--- src/rtl/pipeline_hazard_ctrl.sv ---
// Hazard/sequencing controller for the 4-stage pipeline: register and N/Z scoreboard, branch and memory-wait FSM.
// Optional memory-wait abort is enabled by defining HAZARD_MEM_TIMEOUT_EN.
module pipeline_hazard_ctrl #(
    parameter int NREG        = 8,
    parameter int RIDX_W      = 3,
    parameter int MEM_TIMEOUT = 15
) (
    input  logic              clk,
    input  logic              reset,
    input  logic              dec_valid,
    input  logic [NREG-1:0]   dec_rd_mask,
    input  logic              dec_wr_en,
    input  logic [RIDX_W-1:0] dec_wr_idx,
    input  logic              dec_reads_nz,
    input  logic              dec_writes_nz,
    input  logic              dec_is_branch,
    input  logic              ex_br_resolve,
    input  logic              ex_br_taken,
    input  logic              ex_mem_req,
    input  logic              mem_ready,
    input  logic              wb_valid,
    input  logic              wb_wr_en,
    input  logic [RIDX_W-1:0] wb_wr_idx,
    input  logic              wb_writes_nz,
    output logic              pc_enable,
    output logic              stall_decode,
    output logic              bubble_ex,
    output logic              hold_back,
    output logic              flush,
    output logic [NREG-1:0]   busy_mask,
    output logic [1:0]        nz_cnt,
    output logic [1:0]        state,
    output logic              err
);

    localparam logic [1:0] ST_RUN      = 2'd0;
    localparam logic [1:0] ST_BR_PEND  = 2'd1;
    localparam logic [1:0] ST_BR_FLUSH = 2'd2;
    localparam logic [1:0] ST_MEM_WAIT = 2'd3;

    logic [1:0]      state_reg, state_next;
    logic [NREG-1:0] busy_reg, busy_next;
    logic [1:0]      nz_cnt_reg, nz_cnt_next;
    logic            err_reg, err_next;

    logic [NREG-1:0] clr_vec, dec_wr_vec;
    logic            hazard, issue, nz_inc, nz_dec, nz_busy, nz_underflow, timeout_hit;

    genvar gi;
    generate
        for (gi = 0; gi < NREG; gi++) begin : g_onehot
            assign clr_vec[gi]    = wb_valid & wb_wr_en & (wb_wr_idx == RIDX_W'(gi));
            assign dec_wr_vec[gi] = (dec_wr_idx == RIDX_W'(gi));
        end
    endgenerate

    // Retirement in writeback is visible to decode in the same cycle (write-first regfile).
    assign nz_dec  = wb_valid & wb_writes_nz;
    assign nz_busy = nz_cnt_reg > {1'b0, nz_dec};

    assign hazard = dec_valid & ( (|(dec_rd_mask & busy_reg & ~clr_vec))
                                | (dec_wr_en & (|(dec_wr_vec & busy_reg & ~clr_vec)))
                                | (dec_reads_nz & nz_busy)
                                | (dec_writes_nz & (nz_cnt_reg == 2'd3)) );

    assign issue  = (state_reg == ST_RUN) & dec_valid & ~hazard & ~ex_mem_req;
    assign nz_inc = issue & dec_writes_nz;

    // Set wins over clear on the same index.
    assign busy_next    = (busy_reg & ~clr_vec) | ({NREG{issue & dec_wr_en}} & dec_wr_vec);
    assign nz_underflow = nz_dec & ~nz_inc & (nz_cnt_reg == 2'd0);

    always_comb begin
        nz_cnt_next = nz_cnt_reg;
        if (nz_inc && !nz_dec)
            nz_cnt_next = nz_cnt_reg + 2'd1;
        else if (nz_dec && !nz_inc && nz_cnt_reg != 2'd0)
            nz_cnt_next = nz_cnt_reg - 2'd1;
    end

`ifdef HAZARD_MEM_TIMEOUT_EN
    logic [3:0] wait_cnt_reg;

    always_ff @(posedge clk or negedge reset) begin
        if (!reset)
            wait_cnt_reg <= 4'd0;
        else if (state_reg != ST_MEM_WAIT)
            wait_cnt_reg <= 4'd0;
        else if (!mem_ready)
            wait_cnt_reg <= wait_cnt_reg + 4'd1;
    end
`endif

    always_comb begin
        state_next   = state_reg;
        pc_enable    = 1'b1;
        stall_decode = 1'b0;
        bubble_ex    = 1'b0;
        hold_back    = 1'b0;
        flush        = 1'b0;
        timeout_hit  = 1'b0;
        case (state_reg)
            ST_RUN: begin
                pc_enable    = ~hazard;
                stall_decode = hazard;
                bubble_ex    = hazard;
                if (ex_mem_req && !mem_ready)
                    state_next = ST_MEM_WAIT;
                else if (issue && dec_is_branch)
                    state_next = ST_BR_PEND;
            end
            ST_BR_PEND: begin
                pc_enable    = 1'b0;
                stall_decode = 1'b1;
                bubble_ex    = 1'b1;
                // A memory request shadows any branch resolution in the same cycle.
                if (ex_mem_req && !mem_ready)
                    state_next = ST_MEM_WAIT;
                else if (!ex_mem_req && ex_br_resolve)
                    state_next = ex_br_taken ? ST_BR_FLUSH : ST_RUN;
            end
            ST_BR_FLUSH: begin
                flush      = 1'b1;
                bubble_ex  = 1'b1;
                state_next = ST_RUN;
            end
            default: begin
                pc_enable    = 1'b0;
                stall_decode = 1'b1;
                hold_back    = ~mem_ready;
                if (mem_ready)
                    state_next = ST_RUN;
`ifdef HAZARD_MEM_TIMEOUT_EN
                else if (wait_cnt_reg == 4'(MEM_TIMEOUT - 1)) begin
                    state_next  = ST_RUN;
                    timeout_hit = 1'b1;
                end
`endif
            end
        endcase
    end

    assign err_next = err_reg | nz_underflow | (ex_mem_req & ex_br_resolve) | timeout_hit;

    always_ff @(posedge clk or negedge reset) begin
        if (!reset) begin
            state_reg  <= ST_RUN;
            busy_reg   <= '0;
            nz_cnt_reg <= 2'd0;
            err_reg    <= 1'b0;
        end else begin
            state_reg  <= state_next;
            busy_reg   <= busy_next;
            nz_cnt_reg <= nz_cnt_next;
            err_reg    <= err_next;
        end
    end

    assign busy_mask = busy_reg;
    assign nz_cnt    = nz_cnt_reg;
    assign state     = state_reg;
    assign err       = err_reg;

endmodule

--- config.mk ---
export PLATFORM = sky130hd
export DESIGN_NAME = pipeline_hazard_ctrl
export DESIGN_NICKNAME = d
export VERILOG_FILES = /design/src/rtl/pipeline_hazard_ctrl.sv
export SDC_FILE = /design/constraint.sdc
export NUM_CORES = 1
export LEC_CHECK = 0
export CORE_MARGIN = 1
export CORE_UTILIZATION = 40
export DETAILED_ROUTE_END_ITERATION = 8
export GPL_ROUTABILITY_DRIVEN = 0
export PLACE_DENSITY = 0.83
export SETUP_SLACK_MARGIN = 0.05
export SYNTH_ARGS = -nofsm -noshare
export SYNTH_HDL_FRONTEND = slang
export SYNTH_SLANG_ARGS = --single-unit
export TNS_END_PERCENT = 20
--- constraint.sdc ---
create_clock -name clk -period 6.2 [get_ports clk]
set_input_delay 1.24 -clock clk [delete_from_list [all_inputs] [get_ports clk]]
set_output_delay 1.24 -clock clk [all_outputs]
set_load 0.02 [all_outputs]
* Word-level counts from Yosys, hierarchy flattened
Index checks and enable logic that the tools add are counted. Widths: inputs -> output; s select.
Operators by class: $add $sub $neg 2, $lt $le $gt $ge 1, eq/ne operators 19, mux-type cells 14, bitwise logic cells 39, reduce and logical (&&, ||, !) cells 22
Operator list (count):
- $and 8x8->8 | 6
- $eq 3x3->1 const B | 8
- $and 1x1->1 | 22
- $mux 2 | 8
- $reduce_or 8->1 | 2
- $eq 3x2->1 const B | 4
- $not 8->8 | 1
- $or 8x8->8 | 1
- $eq 3x1->1 const B | 2
- $logic_and 1x1->1 | 6
- $logic_not 3->1 | 2
- $pmux 1 s2 | 3
- $pmux 2 s3 | 1
- $or 1x1->1 | 5
- $eq 2x2->1 const B | 2
- $logic_not 1->1 | 4
- $logic_not 2->1 | 2
- $not 1->1 | 4
- $reduce_bool 2->1 | 2
- $reduce_bool 4->1 | 1
- $ne 3x1->1 const B | 1
- $ne 3x3->1 const B | 1
- $reduce_and 3->1 | 1
- $reduce_or 3->1 | 1
- 6 further kinds | 7
Word-level totals: bits in registers 13, input port bits 28, output and inout bits 18, logic and storage cells 101

* Depth between registers and ports, before layout
Gate-level depths: netlist of run 1.
depth in word-level cells 19, mapped depth 10, gate-level depth less buffers 10

* Worst setup path after synthesis of run 1
OpenSTA, ideal clock, no wires.
path kind input -> output, start point input port wb_writes_nz, end point output port bubble_ex, arrival time 2977 ps, required time 4960 ps, setup slack 1983 ps, stages 10, path buffers 0, cell sequence nand2_1 -> inv_1 -> ha_1 -> nor2_1 -> o2bb2ai_1 -> a221oi_1 -> and4_1 -> a21boi_4 -> or2_2 -> a21oi_1
Between the ends: cells in the longest elaborated chain, start to end 7
RTL lines:
- from (decl) | RTL line 24 | input logic wb_writes_nz,
- $and 1x1->1 | RTL line 58 | assign nz_dec = wb_valid & wb_writes_nz;
- $gt 2x1->1 | RTL line 59 | assign nz_busy = nz_cnt_reg > {1'b0, nz_dec};
- $and 1x1->1 | RTL line 63 | | (dec_reads_nz & nz_busy)
- $or 1x1->1 | RTL line 63
- $or 1x1->1 | RTL line 64 | | (dec_writes_nz & (nz_cnt_reg == 2'd3)) );
- $and 1x1->1 | RTL line 61 | assign hazard = dec_valid & ( (|(dec_rd_mask & busy_reg & ~clr_vec))
- $pmux 1 s2 | RTL line 102 | case (state_reg)
- to (decl) | RTL line 27 | output logic bubble_ex,
Every way passes these cells.

* Worst setup path after layout of run 1
start point input port wb_valid, end point output port bubble_ex
Between the ends: cells in the longest elaborated chain, start to end 11, elaborated cells between the ends (all ways) 23, classes of those cells 1 x order compare; 1 x mux; 19 x bitwise; 2 x reduce/logical
RTL lines:
- from (decl) | RTL line 21 | input logic wb_valid,
- $and 1x1->1 (2 in series) | RTL line 52 | assign clr_vec[gi] = wb_valid & wb_wr_en & (wb_wr_idx == RIDX_W'(gi));
- $not 8->8 | RTL line 61, 62
- $and 8x8->8 | RTL line 62 | | (dec_wr_en & (|(dec_wr_vec & busy_reg & ~clr_vec)))
- $reduce_or 8->1 | RTL line 62
- $and 1x1->1 | RTL line 62
- $or 1x1->1 | RTL line 62
- $or 1x1->1 (*) | RTL line 63
- $or 1x1->1 (*) | RTL line 64
- $and 1x1->1 (*) | RTL line 61
- $pmux 1 s2 (*) | RTL line 102
Mark *: on every way between the ends. The rest lies on a longest branch, timed or not.

==> out/qor.txt, run 1 <==
fin area: 1562 sq um
VDD IR-drop max: 0.2001 mV
Worst Path Max Fanout: 7
TNS Setup: 0 ns
io pins: 46
Worst-Margin Slew: 0.6116 ns
# rows: 18
worst r2r src: nz_cnt[0]$_DFFE_PN0P_
area of the mapped netlist: 1060 sq um
Yosys cell types: 39
Worst Setup Path Type: input port to output port
critical path data arrival time: 4.12 ns
DP Worst Slack: 0.8579 ns
layout cells sized above 1: 4.651%
CTS max path bufs: 2
fin crit period: 5.363 ns
Synth top area share: 30.70%
hold_ws: 0.4926 ns
Main synth FF type: dfrtp_1
initial antenna violation count: 0
met3 GRT Util: 6.609%
clock root cell: clkbuf_4
CP endpoint kind: output port
DP HPWL: 2335 um
Worst slew margin: 59.10%
Placed Instance Area: 1535 sq um
Mapped Nets: 159
slowest CP cell: clkdlybuf4s50_1
Layout Nets: 206
Final Max Slew Viols: 0
Hold Path Depth: 1
Core ar.: 2500 sq um
max reg flops: 8
DRT Wirelength: 2825 um
period utilization: 86.50%
GRT overflow: 0
clock sink count: 13
status: completed
Routed Antenna Nets: 0
Synth area leaders: dfrtp_1 31%, ha_1 5.9%, nand2_1 5.3%, o21ai_0 4.7%, o211ai_1 4.3%
final hold viol count: 0
vias in the first global route: 1065
H-tree Lvls: 1
IO Port Bufs: 45
f_max: 186.5 MHz
met2 Usage GRT: 33.54%
fin util: 62.46%
GRT Util Overall: 22.06%
part of the Yosys area used for sequential elements: 30.70%
DR vias/cell: 5.658
RSZ-0062 raised after global routing: no
# Post-CTS Setup Buffers: 0
Clock Skew: 0.005163 ns
post-detailed-route DRC marker count: 0
Syn Inst Count: 126
CP max stage delay: 0.62 ns
Die W: 53.47 um
r2r endpoint: busy_mask[1]$_DFF_PN0_
largest net degree at the start of global routing: 14
hold buffers post-CTS: 0
Async S/R FF share, synth: 100.0%
CP required: 4.96 ns
most common cell after layout, fill and taps aside: clkdlybuf4s50_1
most frequent CP cell: clkdlybuf4s50_1
#FFs+latches synth: 13
clock latency on the worst-skew pair: 0.27 ns
die height: 53.47 um
die area: 2859 sq um
worst hold start: err$_DFF_PN0_
Inserted Diodes: 0
most used routing layer: met2
Inserted Clock Buffers: 3
final setup vio count: 0
syn avg cell area: 8.411 sq um
Startpoint Class: input port
post-synth top area cell: dfrtp_1
first-pass GRT wire length: 4588 um
r2r worst-path depth: 9
Initial Util: 42.39%
critical path, cell by cell: clkdlybuf4s50_1 -> nand2_1 -> inv_1 -> ha_1 -> nor2_1 -> o2bb2ai_1 -> a221oi_1 -> and4_1 -> a21boi_4 -> or2_2 -> a21oi_1 -> clkdlybuf4s50_1
Reg clk slew, reported paths: 0.07 ns
post-route setup slack: 0.8373 ns
Hold Crit Class: register to register
post-CTS sizing: 0
Max Cap Viol: 0
drt initial violations: 36
Yosys warnings: 0
TritonCTS clock tree: built
DR pass1 iterations: 4
wire length per cell: 13.99 um
Layout area overhead: 47.34%
commonest cells after routing, fill and taps aside: 45 x clkdlybuf4s50_1, 15 x nand2_1, 13 x dfrtp_1
Pwr Density: 324.6 nW/um^2
vias: 1143
r2r setup slk: 3.93 ns
Post-synth EDFFs: 0
Worst Hold End: err$_DFF_PN0_
M1 GR Usage: 29.71%
Leak: 0.6426 nW
==> stage by stage <==
| step | std cells | total power [mW] |
|---|---|---|
| 5_1_grt | 202 | 0.5447 |
| 2_1_floorplan | 126 | 0.3238 |
| 3_3_place_gp | 198 | 0.4507 |
| 6_report | 202 | 0.5068 |
| 4_1_cts | 202 | 0.5098 |
| 3_5_place_dp | 198 | 0.4565 |
==> worst max-delay path by stage <==
stage	from	end	slack, ns
5_1_grt	wb_valid	pc_enable	0.71
3_3_place_gp	wb_valid	bubble_ex	0.92
4_1_cts	wb_valid	bubble_ex	0.86
6_report	wb_valid	bubble_ex	0.84
2_1_floorplan	wb_writes_nz	bubble_ex	1.98
3_5_place_dp	wb_valid	bubble_ex	0.86
==> cells by family (layout without fill, tap and decap cells) <==
kind of cell	after synthesis	count (layout)	share of synthesized area [%]
adders and majority gates	5	5	5.903
AOI/OAI and AO/OA	47	47	34.00
buffers and inverters	13	59	4.722
and+or+nand+nor	46	46	22.79
muxes	2	2	1.889
DFF	13	13	30.70
==> power by group <==
group	internal, mW	switching (mW)
Clock	0.0249	0.0259
Combinational	0.159	0.166
Sequential	0.107	0.0237
==> worst max-delay path, delay by kind of cell <==
| family | cells | cell delay, ns |
|---|---|---|
| and+or+nand+nor | 4 | 0.82 |
| AOI/OAI and AO/OA | 4 | 0.51 |
| adders and majority gates | 1 | 0.23 |
| buffers and inverters | 3 | 1.33 |
==> cell type report <==
type,instances,area (sq um)
tap,30,37.54
clock buffer,4,26.28
inverter,10,37.54
timing repair buffer,45,450.4
sequential,13,325.3
fill,222,938.4
multi-input combinational,100,684.4
==> routing by layer <==
metal | routed length, um | up-vias
li1 | - | 566
met1 | 1283 | 522
met2 | 1305 | 49
met3 | 209 | 6
met4 | 27 | 0
met5 | 0 | -
==> synthesized netlist by cell type, drive strengths merged (3+ instances only) <==
cell type  instances
inv               10
o311ai             3
o211ai             6
nor2               7
nand3              5
nand2             15
a21oi              5
o31ai              6
o21ai             11
ha                 5
dfrtp             13
nor2b              3
nand2b             4
Note: power is estimated with default switching activity, not from simulation.
==> run 2: changes to the inputs <==
- ABC_AREA: default -> 1
- CORE_UTILIZATION: 40 -> 47
- PLACE_DENSITY: 0.83 -> 0.91
- SKIP_CTS_REPAIR_TIMING: default -> 1
==> out/qor.txt, run 2 <==
Hold Crit Class: register to register
Core ar.: 2297 sq um
filler cell count: 187
Pwr Density: 340.4 nW/um^2
first-pass GRT wire length: 4871 um
Reg clk slew, reported paths: 0.09 ns
Post-synth EDFFs: 0
Mapped Nets: 221
Max Cap Viol: 0
period utilization: 77.44%
post-detailed-route DRC marker count: 0
TNS Setup: 0 ns
CP required: 4.96 ns
H-tree Lvls: 1
vias: 1325
clock latency on the worst-skew pair: 0.29 ns
Worst slew margin: 57.72%
Final Max Slew Viols: 0
max reg flops: 8
drt initial violations: 55
critical path data arrival time: 3.56 ns
Main synth FF type: dfrtp_1
Initial Util: 52.12%
post-synth top area cell: dfrtp_1
io pins: 46
IO Port Bufs: 45
initial antenna violation count: 0
vias in the first global route: 1168
status: completed
CP endpoint kind: output port
Worst Setup Path Type: input port to output port
synth cell count leaders: 67 x nand2_1, 32 x inv_1, 20 x nand3_1, 20 x nor2_1, 13 x dfrtp_1
Syn Inst Count: 188
clock root cell: clkbuf_4
die height: 52.48 um
fin area: 1703 sq um
Placed Instance Area: 1675 sq um
Startpoint Class: input port
most common cell after layout, fill and taps aside: nand2_1
Layout area overhead: 42.22%
Synth top area share: 27.17%
layout cells sized above 1: 9.746%
part of the Yosys area used for sequential elements: 27.17%
VDD IR-drop max: 0.2499 mV
wire length per cell: 11.31 um
f_max: 208.3 MHz
GRT overflow: 0
Inserted Diodes: 0
clock sink count: 13
final hold viol count: 0
commonest cells after routing, fill and taps aside: 67 x nand2_1, 45 x clkdlybuf4s50_1, 32 x inv_1
largest net degree at the start of global routing: 14
Worst Path Max Fanout: 4
DRT Wirelength: 2985 um
RSZ-0062 raised after global routing: no
die area: 2754 sq um
GRT Util Overall: 23.91%
Layout Nets: 270
Die W: 52.48 um
Async S/R FF share, synth: 100.0%
hold_ws: 0.4944 ns
DR pass1 iterations: 4
fin crit period: 4.801 ns
DR vias/cell: 5.019
Routed Antenna Nets: 0
CTS max path bufs: 2
Leak: 0.8574 nW
most frequent cell after synthesis: nand2_1
Synth area leaders: dfrtp_1 27%, nand2_1 21%, inv_1 10%, nand3_1 8.4%, nor2_1 6.3%
Clock Skew: 0.007425 ns
# rows: 17
final setup vio count: 0
Yosys warnings: 0
Inserted Clock Buffers: 3
Worst-Margin Slew: 0.6323 ns
area of the mapped netlist: 1197 sq um
DP HPWL: 2398 um
Yosys cell types: 22
#FFs+latches synth: 13
syn avg cell area: 6.369 sq um
TritonCTS clock tree: built
==> run 2: logic make-up (layout without fill, tap and decap cells) <==
| kind of cell | after synthesis | in the layout | share of synthesized area, % |
|---|---|---|---|
| and+or+nand+nor | 119 | 119 | 46.08 |
| buffers and inverters | 34 | 82 | 10.97 |
| DFF | 13 | 13 | 27.17 |
| adders and majority gates | 5 | 5 | 5.225 |
| AOI/OAI and AO/OA | 17 | 17 | 10.55 |
==> run 2: metal layers <==
layer / vias up / GRT usage (%) / wire (um)
met4: 0 / 7.895 / 40
met3: 5 / 2.609 / 175
met1: 588 / 31.39 / 1372
li1: 679 / - / -
met5: - / 0 / 0
met2: 53 / 40.30 / 1397
==> run 2: final cells by class <==
class / count / area (sq um) / share of cell area, %
sequential: 13 / 325.3 / 19.10
timing repair buffer: 45 / 450.4 / 26.45
clock buffer: 3 / 22.52 / 1.323
tap: 28 / 35.03 / 2.057
clock inverter: 1 / 5.005 / 0.2939
multi-input combinational: 141 / 740.7 / 43.50
inverter: 33 / 123.9 / 7.274
==> run 2: stage by stage <==
| stage | instances | utilization [%] | setup WS [ns] | total power, mW |
|---|---|---|---|---|
| 6_report | 264 | 74.13 | 1.399 | 0.5797 |
| 3_3_place_gp | 260 | 72.93 | 1.441 | 0.5147 |
| 4_1_cts | 264 | 74.13 | 1.390 | 0.5795 |
| 2_1_floorplan | 188 | - | 2.411 | 0.3788 |
| 5_1_grt | 264 | 74.13 | 1.247 | 0.6256 |
| 3_5_place_dp | 260 | 72.93 | 1.396 | 0.5207 |
==> run 2: critical path, cell delays in order <==
cell and delay [ns]:
clkdlybuf4s50_1 0.51, nand2_1 0.12, inv_1 0.13, ha_1 0.24, nor2_1 0.11, o21a_1 0.11, nor2_1 0.04, nand2_1 0.07
nor2_2 0.04, nand2_2 0.09, nand3_1 0.10, a21oi_1 0.16, clkdlybuf4s50_1 0.62
==> run 2: final timing paths <==
kind / startpoint / endpoint / slack [ns] / depth (start not counted)
hold / removal: err$_DFF_PN0_ / err$_DFF_PN0_ / 0.49 / 2
min in group asynchronous: reset / busy_mask[4]$_DFF_PN0_ / 1.33 / 1
hold reg to reg: err$_DFF_PN0_ / err$_DFF_PN0_ / 0.49 / 2
max in group asynchronous: reset / state[1]$_DFFE_PN0P_ / 4.46 / 1
setup reg to reg: nz_cnt[0]$_DFFE_PN0P_ / nz_cnt[0]$_DFFE_PN0P_ / 4.27 / 14
setup / recovery: wb_valid / bubble_ex / 1.40 / 13
==> run 2: where the power goes <==
| group | internal, mW | leakage [nW] | switching, mW |
|---|---|---|---|
| sequential | 0.112 | 0.167 | 0.0313 |
| combinational | 0.169 | 0.673 | 0.209 |
| clock | 0.0240 | 0.0177 | 0.0349 |
| total | 0.305 | 0.857 | 0.275 |
==> patch, RTL diff (settings of run 2) <==
Build with the macro `HAZARD_MEM_TIMEOUT_EN` defined.
--- a/src/rtl/pipeline_hazard_ctrl.sv
+++ b/src/rtl/pipeline_hazard_ctrl.sv
@@ -1,5 +1,7 @@
 // Hazard/sequencing controller for the 4-stage pipeline: register and N/Z scoreboard, branch and memory-wait FSM.
 // Optional memory-wait abort is enabled by defining HAZARD_MEM_TIMEOUT_EN.
+`define HAZARD_MEM_TIMEOUT_EN
+
 module pipeline_hazard_ctrl #(
     parameter int NREG        = 8,
     parameter int RIDX_W      = 3,
Check against the original RTL: same outputs for any inputs over 10 cycles, from zero or initial values and one cycle with reset low; that may be too few to reach the edited logic, so the function may still have changed.
==> patch against run 2 <==
Design area up 9.0%. Clock skew is 5.5 ps lower. Global-route usage down 1.8 points. Wire length grew 9.6%. Register-to-register slack lost 50 ps. Maximum frequency rose by 1.0%. Synthesized area grew 12%. Hold slack got worse by 10 ps. Combinational power rose by 2%. Critical path depth stayed put. Sequential cell count rose by 4. Power is 7.5% higher. Setup slack improved by 49 ps. Largest cell class unchanged. Highest routed layer unchanged.
==> patch: results (changes against run 2) <==
compound-cell area share of the yosys netlist=11.1% (+0.57 points); initial DRC count=70 (+27%); gr usage total=22.1% (-1.8 points); drt total wl=3270 um (+9.6%); Worst Skew=1.89 ps (-5.53 ps); worst vdd ir=266 uV (+6.5%); Slew @ Worst Pin=797 ps (+164 ps); Clock transition at path regs=110 ps (+20 ps); Yosys cell types=23 (+4.5%); Post-Syn Instances=210 (+12%); adder-cell share of the synthesized area=6.54% (+1.3 points); Area after DPL=1830 sq um (+9.0%); first-pass GRT wire length=5490 um (+13%); Layout Cells excl Fill=289 (+9.5%); Post-layout nets=295 (+9.3%); met1 GRT Util=28.7% (-2.7 points); status=completed; pre-CTS setup slack=1440 ps (+48.1 ps); Post-Syn Nets=245 (+11%); switching portion of total power=45.5% (-2.0 points); vias after detailed routing=1418 (+7.0%); met3 wire length=107 um (-39%); layout cells sized above 1=5.79% (-4.0 points); largest net degree at the start of global routing=18 (+4); combinational group share of total power=61.8% (-3.3 points); M2 GR Usage=37.3% (-2.9 points); P_seq=0.175 mW (+22%); vias in the first global route=1315 (+13%); M1 WL=1520 um (+11%); post-route cell area=1860 sq um (+9.0%); fillers=209 (+12%)
## patch: cell types whose count changed after synthesis, moves of 2 or more
cell	change
nor4_1	+2
nor2_1	+2
o21ai_2	-8
nand2_4	-3
dfrtp_1	+4
ha_1	+2
nand2_2	+3
o21ai_1	+8
inv_1	+5
o21ai_0	+4
a21oi_1	+2
## patch: area by class of cell
class / instances / share of cell area [%]
inverter: 38 / 7.68
clock buffer: 3 / 1.21
tap: 30 / 2.02
timing repair buffer: 45 / 24.3
clock inverter: 1 / 0.404
multi-input combinational: 155 / 41.5
sequential: 17 / 22.9
## patch: path summary, 6_finish.rpt
kind	start	end	slack (ps)	cells after the start
min in group asynchronous	reset	busy_mask[4]	1390	1
max reg2reg	nz_cnt[0]	state[0]	4220	14
max in group asynchronous	reset	busy_mask[6]	4310	1
min	wait_cnt_reg[3]	wait_cnt_reg[3]	480	1
max	wb_valid	bubble_ex	1450	13
min reg2reg	wait_cnt_reg[3]	wait_cnt_reg[3]	480	1
